[src/rtl/bpsk_tx_frame_ctrl.sv]
`default_nettype none
// ============================================================================
// Module      : bpsk_tx_frame_ctrl
// Description : Transmit-side frame scheduler for bpsk_modulator_top.
//               Sends a frame as preamble (1,0,1,0,...), then the sync word
//               (MSB first), then len payload bytes (MSB first). Each bit is
//               held for B = CARRIER_SAMPLES_PER_PERIOD * PERIODS_PER_BIT
//               clocks so that symbol changes line up with the carrier LUT
//               cycle. Payload bytes are pulled from an upstream source over
//               a valid/ready handshake. A missing byte aborts the frame.
//
// Ports       : clk        - system clock
//               rst_n      - asynchronous active-low reset
//               start      - one-cycle frame request, sampled in IDLE only
//               len        - payload length in bytes, latched with start
//               byte_data  - payload byte from upstream
//               byte_valid - byte_data is valid
//               byte_ready - one-cycle byte transfer strobe
//               mod_en     - modulator enable
//               mod_in     - modulator symbol bit
//               busy       - frame in progress
//               done       - one-cycle pulse on normal frame completion
//               underrun   - one-cycle pulse on frame abort (no byte)
//
// Revision    : 1.0 - initial release
// ============================================================================

`ifndef CARRIER_SAMPLES_PER_PERIOD
`define CARRIER_SAMPLES_PER_PERIOD 16
`endif

module bpsk_tx_frame_ctrl #(
    parameter int          CARRIER_SAMPLES_PER_PERIOD = `CARRIER_SAMPLES_PER_PERIOD,
    parameter int          PERIODS_PER_BIT            = 2,
    parameter int          PREAMBLE_BITS              = 16,
    parameter logic [31:0] SYNC_WORD                  = 32'h0000_00D3,
    parameter int          SYNC_BITS                  = 8
) (
    input  logic       clk,
    input  logic       rst_n,
    input  logic       start,
    input  logic [7:0] len,
    input  logic [7:0] byte_data,
    input  logic       byte_valid,
    output logic       byte_ready,
    output logic       mod_en,
    output logic       mod_in,
    output logic       busy,
    output logic       done,
    output logic       underrun
);

    // ------------------------------------------------------------------
    // Constants
    // ------------------------------------------------------------------
    // Clocks per bit. Must be at least 2: byte_ready is registered, so it
    // is scheduled one clock ahead of the bit boundary it marks.
    localparam int c_B        = CARRIER_SAMPLES_PER_PERIOD * PERIODS_PER_BIT;
    localparam int c_SAMP_W   = (c_B > 1) ? $clog2(c_B) : 1;

    // Bit counter must reach the longest field (preamble, sync, or 8 bits
    // within a payload byte).
    localparam int c_BIT_MAX0 = (PREAMBLE_BITS > SYNC_BITS) ? PREAMBLE_BITS : SYNC_BITS;
    localparam int c_BIT_MAX  = (c_BIT_MAX0 > 8) ? c_BIT_MAX0 : 8;
    localparam int c_BIT_W    = $clog2(c_BIT_MAX);

    localparam logic [c_SAMP_W-1:0] c_SAMP_LAST = c_SAMP_W'(c_B - 1);
    localparam logic [c_SAMP_W-1:0] c_SAMP_PRE  = c_SAMP_W'(c_B - 2);
    localparam logic [c_BIT_W-1:0]  c_PRE_LAST  = c_BIT_W'(PREAMBLE_BITS - 1);
    localparam logic [c_BIT_W-1:0]  c_SYNC_LAST = c_BIT_W'(SYNC_BITS - 1);
    localparam logic [c_BIT_W-1:0]  c_BYTE_LAST = c_BIT_W'(7);

    // Sync word left-aligned in 32 bits so its MSB sits at bit 31; the
    // shift register then serialises sync and payload with one datapath.
    localparam logic [31:0] c_SYNC_INIT = SYNC_WORD << (32 - SYNC_BITS);

    localparam logic [1:0] c_ST_IDLE     = 2'd0;
    localparam logic [1:0] c_ST_PREAMBLE = 2'd1;
    localparam logic [1:0] c_ST_SYNC     = 2'd2;
    localparam logic [1:0] c_ST_PAYLOAD  = 2'd3;

    // ------------------------------------------------------------------
    // State and datapath registers
    // ------------------------------------------------------------------
    logic [1:0]          r_state;
    logic [c_SAMP_W-1:0] r_sample_cnt;
    logic [c_BIT_W-1:0]  r_bit_cnt;
    logic [7:0]          r_byte_cnt;
    logic [7:0]          r_len;
    // Bits still to be sent after the current one, MSB next.
    logic [30:0]         r_shift;

    logic r_mod_in;
    logic r_mod_en;
    logic r_busy;
    logic r_done;
    logic r_underrun;
    logic r_byte_ready;

    // ------------------------------------------------------------------
    // Combinational helpers
    // ------------------------------------------------------------------
    logic        w_bit_end;
    logic        w_last_byte;
    logic        w_field_end;
    logic        w_underrun_evt;
    logic [1:0]  w_state_nxt;
    logic        w_mod_in_nxt;
    logic [30:0] w_shift_nxt;
    logic        w_active_nxt;
    logic        w_done_nxt;
    logic        w_underrun_nxt;
    logic        w_byte_ready_nxt;

    assign w_bit_end      = (r_sample_cnt == c_SAMP_LAST);
    assign w_last_byte    = (r_byte_cnt == (r_len - 8'd1));
    // r_byte_ready is high exactly on the transfer cycle.
    assign w_underrun_evt = r_byte_ready & ~byte_valid;

    always_comb begin
        w_field_end = 1'b0;
        case (r_state)
            c_ST_PREAMBLE: w_field_end = w_bit_end && (r_bit_cnt == c_PRE_LAST);
            c_ST_SYNC:     w_field_end = w_bit_end && (r_bit_cnt == c_SYNC_LAST);
            c_ST_PAYLOAD:  w_field_end = w_bit_end && (r_bit_cnt == c_BYTE_LAST) && w_last_byte;
            default:       w_field_end = 1'b0;
        endcase
    end

    // ------------------------------------------------------------------
    // FSM: state register
    // ------------------------------------------------------------------
    always_ff @(posedge clk or negedge rst_n) begin
        if (!rst_n) begin
            r_state <= c_ST_IDLE;
        end else begin
            r_state <= w_state_nxt;
        end
    end

    // ------------------------------------------------------------------
    // FSM: next-state logic
    // ------------------------------------------------------------------
    always_comb begin
        w_state_nxt = r_state;
        case (r_state)
            c_ST_IDLE: begin
                if (start && (len != 8'd0)) begin
                    w_state_nxt = c_ST_PREAMBLE;
                end
            end
            c_ST_PREAMBLE: begin
                if (w_field_end) begin
                    w_state_nxt = c_ST_SYNC;
                end
            end
            c_ST_SYNC: begin
                if (w_underrun_evt) begin
                    w_state_nxt = c_ST_IDLE;
                end else if (w_field_end) begin
                    w_state_nxt = c_ST_PAYLOAD;
                end
            end
            c_ST_PAYLOAD: begin
                if (w_underrun_evt || w_field_end) begin
                    w_state_nxt = c_ST_IDLE;
                end
            end
            default: w_state_nxt = c_ST_IDLE;
        endcase
    end

    // ------------------------------------------------------------------
    // FSM: output logic (next values of the registered outputs)
    // ------------------------------------------------------------------
    always_comb begin
        w_mod_in_nxt     = r_mod_in;
        w_shift_nxt      = r_shift;
        w_active_nxt     = (w_state_nxt != c_ST_IDLE);
        w_done_nxt       = 1'b0;
        w_underrun_nxt   = w_underrun_evt;

        // Schedule byte_ready one clock ahead so that it lands on the last
        // cycle of the last sync bit, or of the LSB of any non-final byte.
        w_byte_ready_nxt = (r_sample_cnt == c_SAMP_PRE) &&
                           (((r_state == c_ST_SYNC) && (r_bit_cnt == c_SYNC_LAST)) ||
                            ((r_state == c_ST_PAYLOAD) && (r_bit_cnt == c_BYTE_LAST) &&
                             !w_last_byte));

        if (w_state_nxt == c_ST_IDLE) begin
            w_mod_in_nxt = 1'b0;
            w_shift_nxt  = '0;
            // Zero-length request completes at once; a payload that ran to
            // its last bit completes normally. An abort never gets here
            // together with a payload end, since the final byte is never
            // fetched.
            w_done_nxt   = ((r_state == c_ST_IDLE) && start && (len == 8'd0)) ||
                           ((r_state == c_ST_PAYLOAD) && w_field_end && !w_underrun_evt);
        end else begin
            case (r_state)
                c_ST_IDLE: begin
                    // First preamble bit is a one.
                    w_mod_in_nxt = 1'b1;
                end
                c_ST_PREAMBLE: begin
                    if (w_bit_end) begin
                        if (w_field_end) begin
                            w_mod_in_nxt = c_SYNC_INIT[31];
                            w_shift_nxt  = c_SYNC_INIT[30:0];
                        end else begin
                            w_mod_in_nxt = ~r_mod_in;
                        end
                    end
                end
                c_ST_SYNC, c_ST_PAYLOAD: begin
                    if (r_byte_ready) begin
                        // Accepted byte replaces the (exhausted) shift
                        // register; its MSB goes out on the next cycle.
                        w_mod_in_nxt = byte_data[7];
                        w_shift_nxt  = {byte_data[6:0], 24'd0};
                    end else if (w_bit_end) begin
                        w_mod_in_nxt = r_shift[30];
                        w_shift_nxt  = {r_shift[29:0], 1'b0};
                    end
                end
                default: begin
                    w_mod_in_nxt = 1'b0;
                end
            endcase
        end
    end

    // ------------------------------------------------------------------
    // Counters, shift register and output registers
    // ------------------------------------------------------------------
    always_ff @(posedge clk or negedge rst_n) begin
        if (!rst_n) begin
            r_sample_cnt <= '0;
            r_bit_cnt    <= '0;
            r_byte_cnt   <= '0;
            r_len        <= '0;
            r_shift      <= '0;
            r_mod_in     <= 1'b0;
            r_mod_en     <= 1'b0;
            r_busy       <= 1'b0;
            r_done       <= 1'b0;
            r_underrun   <= 1'b0;
            r_byte_ready <= 1'b0;
        end else begin
            if ((r_state == c_ST_IDLE) && start) begin
                r_len <= len;
            end

            if ((w_state_nxt == c_ST_IDLE) || (r_state == c_ST_IDLE)) begin
                r_sample_cnt <= '0;
                r_bit_cnt    <= '0;
                r_byte_cnt   <= '0;
            end else if (w_bit_end) begin
                r_sample_cnt <= '0;
                // Bit counter restarts at each field change and, within the
                // payload, at each byte boundary.
                if ((w_state_nxt != r_state) ||
                    ((r_state == c_ST_PAYLOAD) && (r_bit_cnt == c_BYTE_LAST))) begin
                    r_bit_cnt <= '0;
                end else begin
                    r_bit_cnt <= r_bit_cnt + 1'b1;
                end
                if ((r_state == c_ST_PAYLOAD) && (r_bit_cnt == c_BYTE_LAST)) begin
                    r_byte_cnt <= r_byte_cnt + 8'd1;
                end
            end else begin
                r_sample_cnt <= r_sample_cnt + 1'b1;
            end

            r_shift      <= w_shift_nxt;
            r_mod_in     <= w_mod_in_nxt;
            r_mod_en     <= w_active_nxt;
            r_busy       <= w_active_nxt;
            r_done       <= w_done_nxt;
            r_underrun   <= w_underrun_nxt;
            r_byte_ready <= w_byte_ready_nxt;
        end
    end

    assign byte_ready = r_byte_ready;
    assign mod_en     = r_mod_en;
    assign mod_in     = r_mod_in;
    assign busy       = r_busy;
    assign done       = r_done;
    assign underrun   = r_underrun;

endmodule

`default_nettype wire
[config.mk]
export PLATFORM = sky130hd
export DESIGN_NAME = bpsk_tx_frame_ctrl
export DESIGN_NICKNAME = d
export VERILOG_FILES = /design/src/rtl/bpsk_tx_frame_ctrl.sv
export SDC_FILE = /design/constraint.sdc
export NUM_CORES = 1
export LEC_CHECK = 0
export CAP_MARGIN = 20
export CELL_PAD_IN_SITES_DETAIL_PLACEMENT = 1
export CELL_PAD_IN_SITES_GLOBAL_PLACEMENT = 1
export CORE_ASPECT_RATIO = 0.5
export CORE_MARGIN = 1
export CORE_UTILIZATION = 40
export CTS_BUF_LIST = sky130_fd_sc_hd__clkbuf_8
export CTS_CLUSTER_DIAMETER = 80
export CTS_CLUSTER_SIZE = 24
export DETAILED_ROUTE_END_ITERATION = 8
export PLACE_DENSITY_LB_ADDON = 0.1
export SLEW_MARGIN = 20
export SYNTH_ARGS = -nofsm -noshare
export SYNTH_HDL_FRONTEND = slang
export SYNTH_SLANG_ARGS = --single-unit
[constraint.sdc]
create_clock -name clk -period 3.2 [get_ports clk]
set_input_delay 0.64 -clock clk [delete_from_list [all_inputs] [get_ports clk]]
set_output_delay 0.64 -clock clk [all_outputs]
set_load 0.01 [all_outputs]
==> run summary <==
Antenna violations before repair: 0
Setup CP Type: reg2reg
Antenna violation net count after detailed routing: 0
Vias in the first global route: 1652
Initial DRT Pass Iterations: 4
Logic pwr share: 4.0%
Post-synthesis cell area: 2170 sq um
Net switching fraction of the power: 22.6%
Nets: 273
Syn nets: 250
Setup Skew: 0.00245 ns
Critical Path Source: r_len[0]
Crit. End Element: flop
WP data arrival: 2.83 ns
Max VDD drop: 0.155 mV
Initial Utilization: 42.9%
Final-report hold violation count: 0
Die W: 106 um
Post-cts hold buffer count: 0
Max-slew headroom: 39.9%
WP data required: 3.36 ns
Post-Route Setup TNS: 0 ns
Most common cell after layout, fill and taps aside: dfrtp_1
Clock sinks: 39
Max-cap violations: 0
Clock root buffer: clkbuf_8
Crit Reg-Reg Startpoint: r_len[0]
Die ar.: 5750 sq um
Hold crit path type: in2async
Overflow after GRT: 0
Yosys Warn Count: 0
Min Hold Slack: 0.473 ns
Area delta synth->final: 17.0%
Pint: 0.659 mW
Pin count of the biggest net entering global routing: 40
Leakage: 1.11 nW
PortBufs: 25
Cts bufs inserted: 5
Core ar.: 5070 sq um
Fmax: 375 MHz
ANT cells: 0
Synthesized instance count: 224
Flop pwr share: 57.8%
Register area share after synthesis: 44.9%
Prevailing post-synth register cell: dfrtp_1
PD cells: 335 nW/um^2
DRC: 0
Setup Fix Bufs, Post-CTS: 0
Post-DP HPWL: 3550 um
Htree depth: 2
Clock Pin Slew Worst Setup and Hold Paths: 0.08 ns
Fin area: 2540 sq um
Final Setup Violations: 0
Final WL: 4930 um
Row count: 18
Total net switching power: 0.192 mW
Tcrit/Tclk final: 83.4%
Least-Margin Pin Slew: 0.901 ns
RSZ-0062 raised after global routing: no
Most frequent cells in the layout: dfrtp_1, nand2_1, nor2_1, clkdlybuf4s50_1
Minimum clock period: 2.67 ns
Via-to-Cell Ratio: 5.23
Worst-skew pair later-pin latency: 0.29 ns
Worst Setup Start Kind: flop
Clock share of power: 38.2%
TritonCTS clock tree: yes
Crit-path max FO: 11
First-pass GRT wire length: 8150 um
Num ports: 26
Post-synth cell types: 51
Total Routing Usage GR: 19.2%
Clock Tree Buf Depth: 2
Status: finished, final reports clean
Total number of vias: 1662
Post-CTS sizing: 0
EDFF count, synth: 0
Avg Cell Area, Syn: 9.70 sq um
Starting DRC count in detailed routing: 35
Drt wl/cell: 15.5 um
Final GP Congestion: 0.754
Share of cells above drive strength 1: 9.27%
Ys async rst share: 100%
Chip Height: 54.1 um
Slew Limit Fails: 0
Placed Area: 2460 sq um
Number of synthesized register bits: 39
through the flow:
| stage | util (%) | worst slack, ns | total power [mW] | std cells |
|---|---|---|---|---|
| 2_1_floorplan | - | 0.925 | 0.503 | 224 |
| 3_3_place_gp | 48.6 | 0.460 | 0.537 | 310 |
| 3_5_place_dp | 48.6 | 0.434 | 0.538 | 310 |
| 4_1_cts | 50.2 | 0.523 | 0.867 | 318 |
| 5_1_grt | 50.2 | 0.322 | 0.887 | 318 |
| 6_report | 50.2 | 0.530 | 0.852 | 318 |
worst paths after layout:
path | end | slack [ns] | cells after the start
setup / recovery | r_byte_cnt[2] | 0.53 | 9
hold / removal | r_byte_cnt[3] | 0.47 | 1
setup reg to reg | r_byte_cnt[2] | 0.53 | 9
hold reg to reg | r_shift[27] | 0.49 | 2
max in group asynchronous | underrun | 2.17 | 1
min in group clk | r_shift[27] | 0.49 | 2
power groups by stage:
stage	sequential (mW)	combinational (mW)	clock (mW)
2_1_floorplan	0.502	0.000877	0
3_3_place_gp	0.502	0.0346	0
3_5_place_dp	0.502	0.0357	0
4_1_cts	0.492	0.0361	0.339
5_1_grt	0.492	0.0383	0.357
6_report	0.492	0.0344	0.325
metal layers:
layer | global-route usage [%] | share of wire (%)
met4 | 3.47 | 0.28
met3 | 6.17 | 2.6
met2 | 31.8 | 47
met5 | 0 | 0
met1 | 25.1 | 50
worst max-delay path: stages (launching register included):
cell     delay (ns)
dfrtp_1        0.49
inv_1          0.13
ha_1           0.27
xnor2_1        0.21
xnor2_1        0.09
a311o_1        0.33
nor3_4         0.28
nand3_2        0.15
o21ai_2        0.49
nor2_1         0.11
cells by family after synthesis:
family,count (synthesis),synth area share [%]
xor+xnor,19,7.66
flops,39,44.9
mux,14,6.85
compound gates,38,11.9
buf+inv,21,4.61
fa+ha+maj,6,3.45
simple gates,87,20.7
synthesized netlist by cell type, types with 2 or more instances:
cell type  count  area share [%]
mux2i_1        7             3.2
nor2_1        24             4.1
mux2_2         7             3.6
o21ai_0        5             1.2
ha_1           6             3.5
and4_1         2            0.81
nor3_1         3            0.69
buf_6          2             1.0
and2_1         2            0.58
clkbuf_1       7             1.2
a21oi_1       12             2.8
or4_1          2            0.69
nand3_1        5             1.2
inv_1          9             1.6
xnor2_1        7             2.8
dfrtp_1       39              45
xor2_1        12             4.8
and3_1         7             2.0
o22ai_1        2            0.58
nand4_1        3            0.86
nand2_1       24             4.1
o31ai_1        4             1.4
nand2b_1       4             1.2
nor2b_1        2            0.58
state kept, by name (all words and copies together) (netlist names):
register and flops:
r_len 8, r_byte_cnt 8, r_shift 7, r_bit_cnt 4
r_sample_cnt 5, byte_ready 1, underrun 1, r_state 2
busy 1, done 1, mod_in 1
area by class of cell:
class                   count  area [sq um]
clock buffers               5          68.8
clock inverters             3          12.5
fillers                   610          2520
inverters                   9          33.8
multi-input cells         164          1100
flip-flops and latches     39           976
well taps                  70          87.6
repair buffers             28           268
No activity file was read; power rests on OpenSTA's default activity.
